--- config.mk ---
export PLATFORM = sky130hd
export DESIGN_NAME = hz_tick_prescaler
export DESIGN_NICKNAME = d
export VERILOG_FILES = /design/src/rtl/hz_pkg.sv /design/src/rtl/hz_tick_prescaler.sv
export SDC_FILE = /design/constraint.sdc
export NUM_CORES = 1
export LEC_CHECK = 0
export ABC_AREA = 1
export BUFFER_PORTS_ARGS = -buffer_cell sky130_fd_sc_hd__buf_2
export CORE_ASPECT_RATIO = 0.8
export CORE_MARGIN = 5
export CORE_UTILIZATION = 46
export CTS_BUF_LIST = sky130_fd_sc_hd__clkbuf_4
export DETAILED_ROUTE_END_ITERATION = 8
export SLEW_MARGIN = 10
export SYNTH_ARGS = -nofsm -noshare
export SYNTH_HDL_FRONTEND = slang
export SYNTH_SLANG_ARGS = --single-unit
--- constraint.sdc ---
create_clock -name clk -period 4.3 [get_ports clk]
set_clock_uncertainty 0.2 [all_clocks]
set_input_delay 0.86 -clock clk [delete_from_list [all_inputs] [get_ports clk]]
set_output_delay 0.86 -clock clk [all_outputs]
set_load 0.005 [all_outputs]
--- src/rtl/hz_pkg.sv ---
// Shared definitions for the 1 Hz prescaler and the clock-source multiplexer stage.
// State encoding covers PAUSE, which is only reachable when HZ_PAUSE_HOLD_EN is defined.
package hz_pkg;

  localparam int          DIV_WIDTH_DEFAULT = 26;
  localparam int unsigned DEFAULT_DIV_1HZ   = 25_000_000;

  typedef enum logic [1:0] {
    STOP  = 2'd0,
    LOW   = 2'd1,
    HIGH  = 2'd2,
    PAUSE = 2'd3
  } hz_state_e;

endpackage

--- src/rtl/hz_tick_prescaler.sv ---
// Programmable half-period divider producing the Hz square wave plus a one-cycle tick on each rising edge.
// Optional macro HZ_PAUSE_HOLD_EN: dropping enable freezes phase and count instead of stopping.
module hz_tick_prescaler
  import hz_pkg::*;
#(
  parameter int          DIV_WIDTH   = DIV_WIDTH_DEFAULT,
  parameter int unsigned DEFAULT_DIV = DEFAULT_DIV_1HZ
) (
  input  logic                 clk,
  input  logic                 rst_n,
  input  logic                 enable,
  input  logic                 sync_clear,
  input  logic                 div_load,
  input  logic [DIV_WIDTH-1:0] div_value,
  output logic                 Hz,
  output logic                 tick,
  output logic                 running
);

  localparam logic [DIV_WIDTH-1:0] DIV_ONE   = DIV_WIDTH'(1);
  localparam logic [DIV_WIDTH-1:0] DIV_RESET = DIV_WIDTH'(DEFAULT_DIV);

  hz_state_e            state, state_d;
  logic [DIV_WIDTH-1:0] cnt, cnt_d;
  logic [DIV_WIDTH-1:0] shadow_div, shadow_d;
  logic [DIV_WIDTH-1:0] active_div, active_d;
  logic                 hz_q, hz_d;
  logic                 tick_q, tick_d;
  logic                 running_q, running_d;
  logic                 terminal;

  always_ff @(posedge clk) begin
    if (!rst_n) begin
      state      <= STOP;
      cnt        <= '0;
      shadow_div <= DIV_RESET;
      active_div <= DIV_RESET;
      hz_q       <= 1'b0;
      tick_q     <= 1'b0;
      running_q  <= 1'b0;
    end else begin
      state      <= state_d;
      cnt        <= cnt_d;
      shadow_div <= shadow_d;
      active_div <= active_d;
      hz_q       <= hz_d;
      tick_q     <= tick_d;
      running_q  <= running_d;
    end
  end

  // Phase boundaries copy shadow_d, not shadow_div, so a same-cycle load takes effect immediately.
  always_comb begin
    state_d  = state;
    cnt_d    = cnt;
    hz_d     = hz_q;
    tick_d   = 1'b0;
    active_d = active_div;
    shadow_d = shadow_div;
    terminal = (cnt == (active_div - DIV_ONE));

    if (div_load) begin
      shadow_d = (div_value == '0) ? DIV_ONE : div_value;
    end

    case (state)
      STOP: begin
        cnt_d = '0;
        hz_d  = 1'b0;
        if (enable) begin
          state_d  = LOW;
          active_d = shadow_d;
        end
      end

      LOW, HIGH: begin
        if (!enable) begin
`ifdef HZ_PAUSE_HOLD_EN
          state_d = PAUSE;
`else
          state_d = STOP;
          cnt_d   = '0;
          hz_d    = 1'b0;
`endif
        end else if (sync_clear) begin
          state_d  = LOW;
          cnt_d    = '0;
          hz_d     = 1'b0;
          active_d = shadow_d;
        end else if (terminal) begin
          cnt_d    = '0;
          active_d = shadow_d;
          if (state == LOW) begin
            state_d = HIGH;
            hz_d    = 1'b1;
            tick_d  = 1'b1;
          end else begin
            state_d = LOW;
            hz_d    = 1'b0;
          end
        end else begin
          cnt_d = cnt + DIV_ONE;
        end
      end

      PAUSE: begin
`ifdef HZ_PAUSE_HOLD_EN
        // The held Hz level records which phase was frozen.
        if (sync_clear) begin
          state_d = STOP;
          cnt_d   = '0;
          hz_d    = 1'b0;
        end else if (enable) begin
          state_d = hz_q ? HIGH : LOW;
        end
`else
        state_d = STOP;
        cnt_d   = '0;
        hz_d    = 1'b0;
`endif
      end

      default: begin
        state_d = STOP;
        cnt_d   = '0;
        hz_d    = 1'b0;
      end
    endcase

    running_d = (state_d != STOP) && (state_d != PAUSE);
  end

  assign Hz      = hz_q;
  assign tick    = tick_q;
  assign running = running_q;

endmodule
* Yosys cells after proc, flatten, opt, wreduce, memory -nomap -nowiden
Index checks and enable logic that the tools add are counted.
Storage, ports and cells: flip-flop bits (word level) 83, bits in latches 0, bits in writable memories 0, memory bits (read-only) 0, logic and storage cells 53, memories 0
Cells by class: add/subtract/negate cells 2, multiply operators 0, divide/modulo/power cells 0, magnitude comparators 0, equal/unequal tests 9, shift operators 0, multiplexer cells 22, bitwise gates (word level) 4, reduce and logical (&&, ||, !) cells 9
Operator list (count):
- 2-to-1 mux 26 bit | 9
- one-hot mux 26 bit (2 select lines) | 2
- adder 26 x 1 -> 26 bit (second input constant) | 1
- equality test 26 bit | 1
- zero test 26 bit | 1
- subtractor 26 x 1 -> 26 bit (second input constant) | 1
- 2-to-1 mux 2 bit | 5
- != test 2 bit (second input constant) | 3
- one-hot mux 2 bit (3 select lines) | 1
- OR reduction 5 bit | 1
- equality test 2 bit (second input constant) | 2
- 2-to-1 mux 1 bit | 4
- != test 4 bit (second input constant) | 1
- inverter 1 bit | 4
- AND reduction 4 bit | 1
- nonzero test 2 bit | 2
- OR reduction 2 bit | 2
- != test 3 bit (second input constant) | 1
- equality test 2 x 1 -> 1 bit (second input constant) | 1
- zero test 2 bit | 1
- one-hot mux 1 bit (2 select lines) | 1
- logical AND 1 bit | 1

* Logic depth before layout (Yosys ltp)
Gate-level depths: netlist (run 1).
word-level depth 8, gate-level depth with buffers 20

* Worst setup path before layout (run 1)
OpenSTA, ideal clock, no wires.
path type register -> register, start point register active_div[0], end point register hz_q, in the netlist Hz, data arrival time 2.135 ns, required time 3.980 ns, setup slack 1.846 ns, stages on the path, launching flop included 20, buffers on the path 2, clock period less this slack 2.454 ns, cells stage by stage dfxtp_1 > inv_1 > ha_1 > nand2_4 > nor2_8 > nand2_2 > nor2_1 > nand2_1 > nand2_1 > nand2_1 > nor2_2 > nand2_1 > nor2_2 > nand2_1 > nand3_2 > buf_4 > nor2_4 > nand2_4 > buf_4 > o21bai_2
On the way: longest elaborated chain between the ends 3
RTL lines:
- start: declaration | line hz_tick_prescaler.sv:26 | logic [DIV_WIDTH-1:0] active_div, active_d;
- start signal: assignment | line hz_tick_prescaler.sv:45 | active_div <= active_d;
- subtractor 26 x 1 -> 26 bit | line hz_tick_prescaler.sv:60 | terminal = (cnt == (active_div - DIV_ONE));
- equality test 26 bit | line hz_tick_prescaler.sv:60
- != test 4 bit (no line)
- end signal: assignment | line hz_tick_prescaler.sv:46 | hz_q <= hz_d;
- end: declaration | line hz_tick_prescaler.sv:27 | logic hz_q, hz_d;
Every way passes these cells. A chain may end at the register's enable or synchronous reset.

* Worst setup path after layout (run 1)
start point register active_div[0], end point register active_div[23]
On the way: longest elaborated chain between the ends 4
RTL lines (line):
- subtractor 26 x 1 -> 26 bit | hz_tick_prescaler.sv:60
- equality test 26 bit | hz_tick_prescaler.sv:60
- != test 3 bit (no line)
- AND reduction 4 bit (no line)
Every way passes these cells.

==> run_results.csv, run 1 <==
group,metric,value,unit
synthesis,yosysWarnings,0,
setup_path,cp-end-kind,"flop",
routing,drt_wl_total,11.2,mm
timing,hold_ws,0.280,ns
timing,finalSetupTns,0,ns
clock_network,cts_tree,"done",
setup_path,critPathLaunchType,"flop",
timing,max-slew-margin-rel,46.6,%
timing,rsz0062_at_grt,"no",
grt,met1_usage,25.7,%
die,ios,34,
die,die_y,101,µm
synthesis,ys_seq_area_share,35.3,%
die,row_count,33,
power_and_ir_drop,power_density,304,nW/µm²
setup_path,cpMaxStageDelayCell,"nand2_2",
timing,hold_viol_final,0,
setup_path,crit_type,"flop to flop",
grt,use_met3,3.93,%
clock_network,hold_buffers,0,
synthesis,synth_seq_cells,83,
synthesis,synth_nets,734,
timing,worst_pin_slew,0.801,ns
placement,dpl_worst_slack,0.968,ns
die,start_util,46.6,%
clock_network,clk_pin_slew,0.15,ns
flow_run,cap_violations,0,
routing,vias,4252,
synthesis,synth_area_leaders,"dfxtp_1 (35%), nand2_1 (16%), nor2_1 (7.6%)",
hold_path,min_path_type,"flop to flop",
synthesis,synth_commonest_cells,"nand2_1 (198), nor2_1 (95), dfxtp_1 (83), inv_1 (76), nand3_1 (47)",
placement,gp_congestion,0.845,
synthesis,synth_edf_count,0,
synthesis,syn_avg_cell_area,6.74,µm²
timing,fmax,0.295,GHz
synthesis,async_reset_ff_share,0,%
clock_network,numCtsBuffers,9,
run_status,status,"finished clean",
layout,fin_cells,866,
routing,ant_nets,0,
die,die_x,123,µm
clock_network,postCtsSetupBuffers,0,
routing,drt_first_iter_violations,267,
clock_network,cts_resized,0,
routing,vias_per_cell,4.91,
setup_path,critical_path.max_stage_delay,0.45,ns
setup_path,critPathTopFamily,"simple AND/OR/NAND/NOR gates",
layout,multiInputGateArea,2630,µm²
synthesis,syn-cell-area,4710,µm²
grt,track_usage,19.5,%
synthesis,synth_top_area_cell,"dfxtp_1",
timing,slew_violations,0,
grt,antenna_found_initial,0,
layout,area_growth,7.30,%
grt,grt_pass1_vias,4155,
die,core_area,10100,µm²
routing,drcViolationCount,0,
timing,min_period,3.39,ns
layout,drive_gt1_share,11.2,%
setup_path,cpMostUsedCell,"nand2_1",
synthesis,syn_inst,699,
placement,hpwl,8.85,mm
setup_path,cp_cell_sequence,"inv_1 > ha_1 > nand2_1 > nor2_1 > o21ai_0 > nand2_1 > nand2_1 > nor2_1 > nand3_1 > nor2_1 > nand2_1 > nor2_2 > nand2_1 > nand3_2 > nand2_2 > or2_0 > a21oi_1",
routing,drt-pass1-iter-count,4,
synthesis,yosysMostFrequentCell,"nand2_1",
timing,fin_crit_sh,78.9,%
clock_network,clockBufferDepth,2,
timing,final.setup.worst_slack,0.908,ns
synthesis,synth_top_area_share,35.3,%
timing,setup_violations,0,
placement,placed_cells,850,
power_and_ir_drop,peakVddDrop,0.000211,V
setup_path,crit_fanout,43,
routing,wl_per_cell,12.9,µm
placement,portBuffers,33,
grt,grt_overflow,0,
grt,grt_first_pass_wirelength,19.3,mm
die,die-area,12400,µm²
grt,gr-usage-met2,32.4,%
synthesis,ys_types,40,
setup_path,critPathBufInv,1,
grt,busiest_layer,"met2",
power_and_ir_drop,p_leak,0.00228,µW
setup_path,cp.arrival,3.56,ns
clock_network,clk_latency,0.45,ns
setup_path,required,4.47,ns
clock_network,htreeDepth,3,
clock_network,cts_root_buf,"clkbuf_4",
layout,antenna_cells,0,
grt,grt_max_degree,44,
layout,layout.nets,756,
layout,fillers,1098,
layout,seq_area,1660,µm²
clock_network,clkSinkCount,83,
synthesis,synth_ff_type,"dfxtp_1",
per-stage QoR:
| stage | util (%) | power, µW | instance area (µm²) |
|---|---|---|---|
| CTS | 50.0 | 1550 | 5050 |
| global placement | 48.8 | 1130 | 4940 |
| detailed placement | 48.8 | 1140 | 4940 |
| global route | 50.0 | 1630 | 5050 |
| floorplan | - | 1070 | 4710 |
| finish | 50.0 | 1530 | 5050 |
power by group:
part           leakage, µW  internal, µW  switching (µW)
clock network    0.0000604           121             294
logic              0.00154          98.7             177
registers         0.000681           809            35.4
placed cells by master (no fill, tap or decap), drive strengths merged:
master and instances:
nand4 12, ha 4, or2 7, a21oi 28, nand2 203, clkinvlp 2
o21ai 19, nand3 50, buf 35, dfxtp 83, nor3 10, xor2 21
nor2 110, o211ai 4, xnor2 15, nor3b 5, nor4 7, mux2i 13
o21bai 3, nand3b 2, clkbuf 9, clkinv 3, inv 79, a21boi 1
and3 1
path summary, 6_finish.rpt:
check,endpoint,depth (start not counted),start,slack (ns)
worst max-delay path,active_div[23]$_SDFFE_PN0P_,17,active_div[0]$_SDFFE_PN0P_,0.91
worst min-delay path,active_div[25]$_SDFFE_PN0P_,2,active_div[25]$_SDFFE_PN0P_,0.28
worst max register to register,active_div[23]$_SDFFE_PN0P_,17,active_div[0]$_SDFFE_PN0P_,0.91
worst min register to register,active_div[25]$_SDFFE_PN0P_,2,active_div[25]$_SDFFE_PN0P_,0.28
worst min-delay path: stages (launching register included):
cell,delay [ns]
dfxtp_1,0.33
inv_1,0.06
a21oi_1,0.06
metal layers:
layer | share of wire (%) | wire (µm)
met1 | 50 | 5540
met5 | 0 | 0
met4 | 1.3 | 150
met2 | 46 | 5130
met3 | 3.1 | 350
registers in the layout (all words and copies together), names as in the netlist:
signal,cells
Hz,1
active_div,26
cnt,26
running,1
shadow_div,26
state,2
tick,1
kinds of logic after synthesis:
group	after synthesis	share of synthesized area [%]
fa+ha+maj	4	1.06
xor+xnor	36	6.69
mux	13	2.76
compound gates	55	6.51
buf+inv	101	8.87
simple gates	407	38.8
flops	83	35.3
final cells by class:
class,instances,share of cell area [%]
inverters,77,5.72
multi-input cells,515,52.1
repair buffers,35,3.56
flip-flops and latches,83,32.9
well taps,140,3.47
clock inverters,7,0.990
clock buffers,9,1.34
No activity file was read; power rests on OpenSTA's default activity.
==> inputs of run 2 (changes only) <==
- PLACE_DENSITY: not set -> 0.66
- clock period: 4.3 -> 3.1 ns (I/O delays scaled with it)
==> run_results.csv, run 2 (same netlist as run 1, synthesis figures left out) <==
group,metric,value,unit
timing,fin_crit_sh,89.3,%
grt,grt_max_degree,28,
power_and_ir_drop,pwr-share-comb,18.6,%
setup_path,required,3.29,ns
layout,top_regs,"active_div x26, cnt x26, shadow_div x26",
setup_path,cp-end-kind,"flop",
die,ios,34,
setup_path,cp_cell_sequence,"inv_2 > ha_4 > nand2_1 > nor2_1 > o21ai_0 > nand2_1 > nand2_1 > nor2_1 > nand3_1 > nor2_2 > nand2_1 > nor2_2 > nand2_1 > nand3_2 > nand2_2 > buf_4 > or2_0 > a21oi_1",
power_and_ir_drop,p_seq_share,54.8,%
die,core_area,10100,µm²
clock_network,clk_pin_slew,0.13,ns
timing,fmax,0.361,GHz
setup_path,critPathBufInv,2,
setup_path,critical_path.max_stage_delay,0.35,ns
clock_network,htreeDepth,3,
layout,final_cell_mix,"nand2_1 (198), nor2_1 (94), dfxtp_1 (83)",
layout,final_util,50.6,%
timing,setup_violations,0,
timing,min_period,2.77,ns
layout,antenna_cells,0,
clock_network,clockBufferDepth,2,
setup_path,crit_fanout,25,
placement,placed_area,4980,µm²
timing,rsz0062_at_grt,"no",
clock_network,cts_root_buf,"clkbuf_4",
timing,slew_violations,0,
timing,worst_pin_slew,0.474,ns
run_status,status,"finished clean",
clock_network,postCtsSetupBuffers,0,
grt,antenna_found_initial,0,
power_and_ir_drop,p_leak,0.00231,µW
power_and_ir_drop,switchingPower,677,µW
setup_path,crit_type,"flop to flop",
routing,drt_wl_total,11.1,mm
power_and_ir_drop,power,2140,µW
power_and_ir_drop,power_density,417,nW/µm²
grt,grt_first_pass_wirelength,18.6,mm
setup_path,cpMostUsedCell,"nand2_1",
clock_network,clkSinkCount,83,
clock_network,hold_buffers,0,
power_and_ir_drop,swShare,31.7,%
die,die-area,12400,µm²
clock_network,clk_latency,0.45,ns
hold_path,min_path_type,"primary input to flop",
routing,drt_first_iter_violations,237,
power_and_ir_drop,peakVddDrop,0.000254,V
power_and_ir_drop,intPower,1460,µW
routing,ant_nets,0,
routing,vias_per_cell,4.92,
die,start_util,46.6,%
flow_run,cap_violations,0,
layout,final_common_cell,"nand2_1",
setup_path,critPathTopFamily,"simple AND/OR/NAND/NOR gates",
die,die_y,101,µm
grt,grt_overflow,0,
layout,layout.nets,762,
clock_network,numCtsBuffers,9,
setup_path,cp.arrival,2.96,ns
timing,hold_viol_final,0,
routing,drt-pass1-iter-count,6,
routing,vias,4292,
setup_path,cpMaxStageDelayCell,"dfxtp_1",
layout,fin_area,5110,µm²
routing,wl_per_cell,12.8,µm
placement,gp_congestion,0.957,
die,die_x,123,µm
layout,area_growth,8.58,%
clock_network,cts_resized,0,
placement,portBuffers,33,
grt,grt_pass1_vias,4055,
placement,hpwl,8.81,mm
timing,finalSetupTns,0,ns
routing,drcViolationCount,0,
die,row_count,33,
power_and_ir_drop,clkPwrFrac,26.6,%
grt,track_usage,18.7,%
setup_path,critPathLaunchType,"flop",
timing,max-slew-margin-rel,68.4,%
layout,drive_gt1_share,12.4,%
clock_network,cts_tree,"done",
## run 2: changes by cell type in the layout (fill, tap and decap cells not counted), sizes merged
cell      before  now
clkinvlp       2    3
clkinv         3    1
clkbuf         9   12
inv           79   77
buf           35   41
## run 2: metal layers
metal  wire length (µm)  vias to the layer above  GRT usage (%)  share of wire (%)
li1                   -                     2250              -                  -
met1               5460                     1955           25.4                 49
met2               5060                       73           30.5                 45
met3                457                       14           4.04                4.1
met4                145                        0           4.68                1.3
met5                  0                        -              0                  0
## run 2: path summary, 6_finish.rpt
kind,from,to,slack [ns],depth (start not counted)
min reg2reg,Hz$_SDFFE_PN0P_,Hz$_SDFFE_PN0P_,0.28,2
max reg2reg,active_div[0]$_SDFFE_PN0P_,active_div[17]$_SDFFE_PN0P_,0.33,18
max,active_div[0]$_SDFFE_PN0P_,active_div[17]$_SDFFE_PN0P_,0.33,18
min,sync_clear,tick$_SDFF_PP0_,0.17,2
## run 2: per-stage QoR
step / instances / hold slack, ns / setup WS, ns
final: 872 / 0.174 / 0.331
after global routing: 872 / 0.180 / 0.0538
after CTS: 872 / 0.157 / 0.104
after detailed placement: 856 / 0.271 / 0.142
after global placement: 856 / 0.262 / 0.301
after floorplan: 699 / 0.241 / 0.646
## run 2: power by group through the flow
| stage | Sequential [µW] | Combinational, µW | Clock [µW] |
|---|---|---|---|
| 6_report | 1170 | 396 | 568 |
| 2_1_floorplan | 1180 | 302 | 0 |
| 5_1_grt | 1180 | 454 | 622 |
| 3_5_place_dp | 1190 | 390 | 0 |
| 3_3_place_gp | 1190 | 382 | 0 |
| 4_1_cts | 1170 | 392 | 586 |
## run 2: final cells by class
cell class / instances / area (µm²)
Clock inverter: 4 / 27.5
Fill cell: 1048 / 5000
Tap cell: 140 / 175
Inverter: 77 / 289
Sequential cell: 83 / 1660
Timing Repair Buffer: 41 / 225
Multi-Input combinational cell: 515 / 2650
Clock buffer: 12 / 90.1
## run 2: worst reg2reg max path: stages (launching register included)
cell and delay, ns:
dfxtp_1 0.35, inv_2 0.12, ha_4 0.19, nand2_1 0.06, nor2_1 0.17, o21ai_0 0.13
nand2_1 0.07, nand2_1 0.06, nor2_1 0.10, nand3_1 0.11, nor2_2 0.16, nand2_1 0.09
nor2_2 0.10, nand2_1 0.07, nand3_2 0.11, nand2_2 0.07, buf_4 0.22, or2_0 0.22
a21oi_1 0.12
